`config.mk`:
```
export PLATFORM = sky130hd
export DESIGN_NAME = alu_shift_seq_flat
export DESIGN_NICKNAME = d
export VERILOG_FILES = /design/src/rtl/alu_shift_seq_if.sv /design/src/rtl/alu_shift_seq.sv /design/src/flat_wrapper.sv
export SDC_FILE = /design/constraint.sdc
export NUM_CORES = 1
export LEC_CHECK = 0
export CORE_MARGIN = 2
export CORE_UTILIZATION = 47
export CTS_CLUSTER_SIZE = 16
export DETAILED_ROUTE_END_ITERATION = 10
export PLACE_DENSITY = 0.75
export SLEW_MARGIN = 20
export SYNTH_ARGS = -nofsm -noshare
export SYNTH_HDL_FRONTEND = slang
export SYNTH_SLANG_ARGS = --single-unit
```
`constraint.sdc`:
```
create_clock -name clk -period 3.9 [get_ports clk]
set_clock_uncertainty 0.1 [all_clocks]
set_input_delay 0.78 -clock clk [delete_from_list [all_inputs] [get_ports clk]]
set_output_delay 0.78 -clock clk [all_outputs]
set_load 0.05 [all_outputs]
```
`src/rtl/alu_shift_seq_if.sv`:
```
// alu_shift_seq_if: request/result handshake bundle for the multi-cycle shift/rotate unit
// Request side : flush, in_valid, in_ready, A (operand), Cnt (step count), mode, ci (carry-in)
// Result side  : out_valid, out_ready, S (result), Co (carry-out), Z (S == 0)
// slave modport is the shift unit, master modport is the issuing controller.
interface alu_shift_seq_if #(
    parameter int WIDTH = 8,
    parameter int CNT_W = 3
);
    logic             flush;
    logic             in_valid;
    logic             in_ready;
    logic [WIDTH-1:0] A;
    logic [CNT_W-1:0] Cnt;
    logic [2:0]       mode;
    logic             ci;
    logic             out_valid;
    logic             out_ready;
    logic [WIDTH-1:0] S;
    logic             Co;
    logic             Z;
    modport slave (
        input  flush, in_valid, A, Cnt, mode, ci, out_ready,
        output in_ready, out_valid, S, Co, Z
    );
    modport master (
        output flush, in_valid, A, Cnt, mode, ci, out_ready,
        input  in_ready, out_valid, S, Co, Z
    );
endinterface

```
`src/rtl/alu_shift_seq.sv`:
```
// alu_shift_seq: multi-cycle shift/rotate unit stepping one bit position per clock
// Ports: clk (rising edge), rst_n (async, active low), bus (alu_shift_seq_if.slave):
//   request  flush, in_valid/in_ready, A, Cnt, mode, ci
//   result   out_valid/out_ready, S, Co, Z (held stable in DONE, kept across flush)
module alu_shift_seq #(
    parameter int WIDTH = 8,
    parameter int CNT_W = 3
) (
    input  logic              clk,
    input  logic              rst_n,
    alu_shift_seq_if.slave    bus
);
    localparam logic [2:0] M_SHR = 3'b001;
    localparam logic [2:0] M_SAR = 3'b010;
    localparam logic [2:0] M_ROL = 3'b011;
    localparam logic [2:0] M_ROR = 3'b100;
    localparam logic [2:0] M_RCL = 3'b101;
    localparam logic [2:0] M_RCR = 3'b110;
    localparam logic [CNT_W-1:0] ONE = 1;
    typedef enum logic [1:0] {IDLE, SHIFT, DONE} state_t;
    state_t           state_q, state_d;
    logic [WIDTH-1:0] s_q, s_d, res_q, res_d;
    logic             c_q, c_d, co_q, co_d, z_q, z_d;
    logic [CNT_W-1:0] rem_q, rem_d;
    logic [2:0]       mode_q, mode_d;
    logic             left, fill_l, fill_r, step_c;
    logic [WIDTH-1:0] step_s;
    // One step: left-moving modes take the carry from the MSB, right-moving ones from the LSB;
    // only the bit filled into the vacated position differs between modes.
    always_comb begin
        left   = !(mode_q inside {M_SHR, M_SAR, M_ROR, M_RCR});
        fill_l = mode_q == M_ROL ? s_q[WIDTH-1] : mode_q == M_RCL ? c_q : 1'b0;
        fill_r = mode_q == M_SAR ? s_q[WIDTH-1] : mode_q == M_ROR ? s_q[0] :
                 mode_q == M_RCR ? c_q : 1'b0;
        step_s = left ? {s_q[WIDTH-2:0], fill_l} : {fill_r, s_q[WIDTH-1:1]};
        step_c = left ? s_q[WIDTH-1] : s_q[0];
    end
    always_comb begin
        state_d = state_q;
        s_d     = s_q;
        c_d     = c_q;
        rem_d   = rem_q;
        mode_d  = mode_q;
        res_d   = res_q;
        co_d    = co_q;
        z_d     = z_q;
        if (bus.flush) begin
            state_d = IDLE;
        end else begin
            case (state_q)
                IDLE: if (bus.in_valid) begin
                    state_d = SHIFT;
                    s_d     = bus.A;
                    c_d     = (bus.mode == M_RCL || bus.mode == M_RCR) ? bus.ci : 1'b0;
                    rem_d   = bus.Cnt;
                    mode_d  = bus.mode;
                end
                SHIFT: if (rem_q != '0) begin
                    s_d   = step_s;
                    c_d   = step_c;
                    rem_d = rem_q - ONE;
                end else begin
                    // Result registers only update here, so a flush leaves the previous result visible.
                    state_d = DONE;
                    res_d   = s_q;
                    co_d    = c_q;
                    z_d     = s_q == '0;
                end
                DONE: if (bus.out_ready) state_d = IDLE;
                default: state_d = IDLE;
            endcase
        end
    end
    always_ff @(posedge clk or negedge rst_n) begin
        if (!rst_n) begin
            state_q <= IDLE;
            s_q     <= '0;
            c_q     <= 1'b0;
            rem_q   <= '0;
            mode_q  <= '0;
            res_q   <= '0;
            co_q    <= 1'b0;
            z_q     <= 1'b0;
        end else begin
            state_q <= state_d;
            s_q     <= s_d;
            c_q     <= c_d;
            rem_q   <= rem_d;
            mode_q  <= mode_d;
            res_q   <= res_d;
            co_q    <= co_d;
            z_q     <= z_d;
        end
    end
    assign bus.in_ready  = state_q == IDLE;
    assign bus.out_valid = state_q == DONE;
    assign bus.S         = res_q;
    assign bus.Co        = co_q;
    assign bus.Z         = z_q;
endmodule

```
`src/flat_wrapper.sv`:
```
// flat-port wrapper written by rule: the top's interface ports become plain ports
module alu_shift_seq_flat 
#(
    parameter int WIDTH = 8,
    parameter int CNT_W = 3
)
  (clk, rst_n, bus_flush, bus_in_valid, bus_A, bus_Cnt, bus_mode, bus_ci, bus_out_ready, bus_in_ready, bus_out_valid, bus_S, bus_Co, bus_Z);
  alu_shift_seq_if #(.WIDTH(WIDTH), .CNT_W(CNT_W)) bus_i ();
  input  logic clk;
  input  logic rst_n;
  input wire logic [$bits(bus_i.flush)-1:0] bus_flush;
  input wire logic [$bits(bus_i.in_valid)-1:0] bus_in_valid;
  input wire logic [$bits(bus_i.A)-1:0] bus_A;
  input wire logic [$bits(bus_i.Cnt)-1:0] bus_Cnt;
  input wire logic [$bits(bus_i.mode)-1:0] bus_mode;
  input wire logic [$bits(bus_i.ci)-1:0] bus_ci;
  input wire logic [$bits(bus_i.out_ready)-1:0] bus_out_ready;
  output wire logic [$bits(bus_i.in_ready)-1:0] bus_in_ready;
  output wire logic [$bits(bus_i.out_valid)-1:0] bus_out_valid;
  output wire logic [$bits(bus_i.S)-1:0] bus_S;
  output wire logic [$bits(bus_i.Co)-1:0] bus_Co;
  output wire logic [$bits(bus_i.Z)-1:0] bus_Z;
  assign bus_i.flush = bus_flush;
  assign bus_i.in_valid = bus_in_valid;
  assign bus_i.A = bus_A;
  assign bus_i.Cnt = bus_Cnt;
  assign bus_i.mode = bus_mode;
  assign bus_i.ci = bus_ci;
  assign bus_i.out_ready = bus_out_ready;
  assign bus_in_ready = bus_i.in_ready;
  assign bus_out_valid = bus_i.out_valid;
  assign bus_S = bus_i.S;
  assign bus_Co = bus_i.Co;
  assign bus_Z = bus_i.Z;
  alu_shift_seq #(.WIDTH(WIDTH), .CNT_W(CNT_W)) u_core (.clk(clk), .rst_n(rst_n), .bus(bus_i));
endmodule
```
==> results.toml <==
[worst_setup_path]
rrSetupSlack_ns = 1.74
worstSetupStartpoint = "u_core.state_q[1]"
path_buf_inv = 1
arrival_ns = 1.82
worstPathRequired_ns = 3.02
max_stage_delay_ns = 0.83
crit_fanout = 6
timing.rr.end = "u_core.s_q[3]"
crit_end = "bus_out_valid"
cpMaxStageDelayCell = "clkdlybuf4s50_1"
path_delay_family = "buffers and inverters"
reg2regPathDepth = 7
path_depth = 2
crit_type = "flop to output port"
endpoint_kind = "output port"
worstSetupStartpointType = "flop"
crit_chain = "nor2b_1 -> clkdlybuf4s50_1"
rr_startpoint = "u_core.rem_q[0]"

[clocking]
clkTransAtPathRegs_ns = 0.14
ctsResizeCount = 0
root_buffer = "clkbuf_4"
clkLatencyLatePin_ns = 0.33
clockBufferDepth = 2
htreeDepth = 1
cts_buffers = 3
cts.sinks = 27
cts_tree = "done"
hold_buffers = 0
cts_setup_buffers = 0

[synthesis]
ys_seq_area_share_pct = 47.3
synth_fp_nets = 152
synthMostInstantiatedCell = "dfrtp_1"
syn_area_um2 = 1430
synth_edf_count = 0
async_flop_share_pct = 100
yosysTopAreaCell = "dfrtp_1"
synthTopCellsByArea = "dfrtp_1 47%, mux2_2 10%, mux2i_1 5.6%, o211ai_2 5.3%, nand3_1 3.9%"
ys_warn_count = 0
synth.distinct_cells = 34
ys_ff_latch = 27
synth_commonest_cells = "27 x dfrtp_1, 13 x mux2_2, 11 x nand2_1, 11 x nand3_1, 8 x mux2i_1"
synth-main-ff-cell = "dfrtp_1"
syn_avg_cell_area_um2 = 11.0
netlist.area_leader.share_pct = 47.3
synthCells = 130

[sta]
setup_tns_ns = 0
slew_headroom_pct = 34.5
finalHoldViolCount = 0
max_freq_mhz = 371
finalSetupViolations = 0
rsz0062_at_grt = "no"
fin_crit_ns = 2.70
finalMaxSlewViolations = 0
finalCritPeriodShare_pct = 69.1
fin_ws_ns = 1.20
worst_slew_pin_slew_ns = 0.980

[power_and_ir_drop]
p_int_mw = 0.680
p_clk_share_pct = 10.1
power_frac_comb_pct = 49.9
switching_power_mw = 0.542
pwr_density_cell_nw_per_um2 = 685
sw_frac_of_total_pct = 44.3
vdd_drop_max_v = 0.000303
p_leak_nw = 0.781
seq_power_share_pct = 40.0

[cells_and_area]
syn_to_final_growth_pct = 24.9
drive_gt1_share_pct = 17.3
final_nets = 185
diodes = 0
regArea_um2 = 676
finish.utilization_pct = 63.0
multi_input_area_um2 = 687
fill_cells = 218

[route]
drtPass1Iterations = 4
final_antenna_net_count = 0
post_drt_wl_per_cell_um = 14.9
via_per_inst = 5.80
totalWireLength_um = 2870
drc = 0
vias = 1120
dr.first_iter.drc_count = 27

[floorplanning]
io_pins = 32
die_h_um = 59.1
die_area_um2 = 3490
die_w_um = 59.1
start_util_pct = 50.5
rows = 19
core_um2 = 2830

[global_routing]
grt_max_degree = 28
grt_pass1_vias = 1108
antenna_found_initial = 0
grt-ovfl-total = 0
grt_first_pass_wirelength_um = 4950
grtUsageTotal_pct = 18.9

[placement]
port-buffer-count = 31
finalWeightedCongestion = 0.794
dp_hpwl_um = 2090
pre_cts_slack_ns = 1.21

[min_path]
hold_depth = 1
holdCritPathClass = "flop to flop"

[run_status]
status = "completed"

[job]
cap_viol_max_count = 0
[state kept, by name, indices dropped and copies added (netlist names)]
register	count
u_core.c_q	1
u_core.mode_q	3
u_core.rem_q	3
u_core.bus.Co	1
u_core.bus.Z	1
u_core.s_q	8
u_core.state_q	2
u_core.bus.S	8
[through the flow]
| step | cell area (um2) | hold WS (ns) | power [mW] | cells |
|---|---|---|---|---|
| floorplan | 1430 | 0.384 | 0.916 | 130 |
| global placement | 1760 | 0.389 | 1.09 | 189 |
| detailed placement | 1760 | 0.395 | 1.11 | 189 |
| CTS | 1780 | 0.426 | 1.23 | 193 |
| global route | 1780 | 0.445 | 1.31 | 193 |
| finish | 1780 | 0.424 | 1.22 | 193 |
[power groups by stage]
| stage | sequential, mW | clock [mW] | combinational, mW |
|---|---|---|---|
| final | 0.488 | 0.123 | 0.610 |
| after global routing | 0.505 | 0.139 | 0.661 |
| after CTS | 0.488 | 0.126 | 0.616 |
| after detailed placement | 0.494 | 0 | 0.615 |
| after global placement | 0.490 | 0 | 0.603 |
| after floorplan | 0.638 | 0 | 0.278 |
[cells in the final DEF (no fill, tap or decap), drive strengths merged, types with 2 or more instances in the layout]
cell and instances:
inv 8, nor3b 2, dfrtp 27, o21ai 7, buf 2, a22oi 2
ha 2, o211ai 9, nor2b 3, clkbuf 4, nor4 2, mux2 13
nand3 11, nand2 12, nor2 7, mux2i 8, clkdlybuf4s50 31
[final cells by class]
class | instances | area share, %
timing repair buffer | 33 | 18.2
inverter | 8 | 1.68
tap | 31 | 2.18
clock buffer | 4 | 1.47
multi-input combinational | 90 | 38.5
sequential | 27 | 37.9
[worst min path at each step]
| stage | startpoint | end | slack, ns |
|---|---|---|---|
| 2_1_floorplan | rst_n | u_core.bus.Co | 0.38 |
| 3_3_place_gp | u_core.bus.S[3] | u_core.bus.S[3] | 0.39 |
| 3_5_place_dp | u_core.bus.S[4] | u_core.bus.S[4] | 0.39 |
| 4_1_cts | u_core.bus.S[4] | u_core.bus.S[4] | 0.43 |
| 5_1_grt | u_core.bus.S[6] | u_core.bus.S[6] | 0.44 |
| 6_report | u_core.bus.S[5] | u_core.bus.S[5] | 0.42 |
[kinds of logic after synthesis]
logic type      share of synthesized area [%]
simple gates                             15.2
flops                                    47.3
compound gates                           13.6
mux                                      15.9
buf+inv                                  4.56
xor+xnor                                 1.75
fa+ha+maj                                1.75
[layer usage]
metal	vias up	GRT usage (%)	wire length, um
met5	-	0	0
met4	0	4.22	21
met3	5	4.59	112
met2	25	31.3	1430
met1	557	25.2	1310
li1	533	-	-
[worst register-to-register path, stage by stage, from the launching register on]
cell and delay [ns]:
dfrtp_1 0.35, inv_1 0.07, ha_1 0.20, nor2b_1 0.15, a2111o_1 0.54, inv_2 0.32
nand2_4 0.14, o211ai_2 0.22
Note: power is estimated with default switching activity, not from simulation.
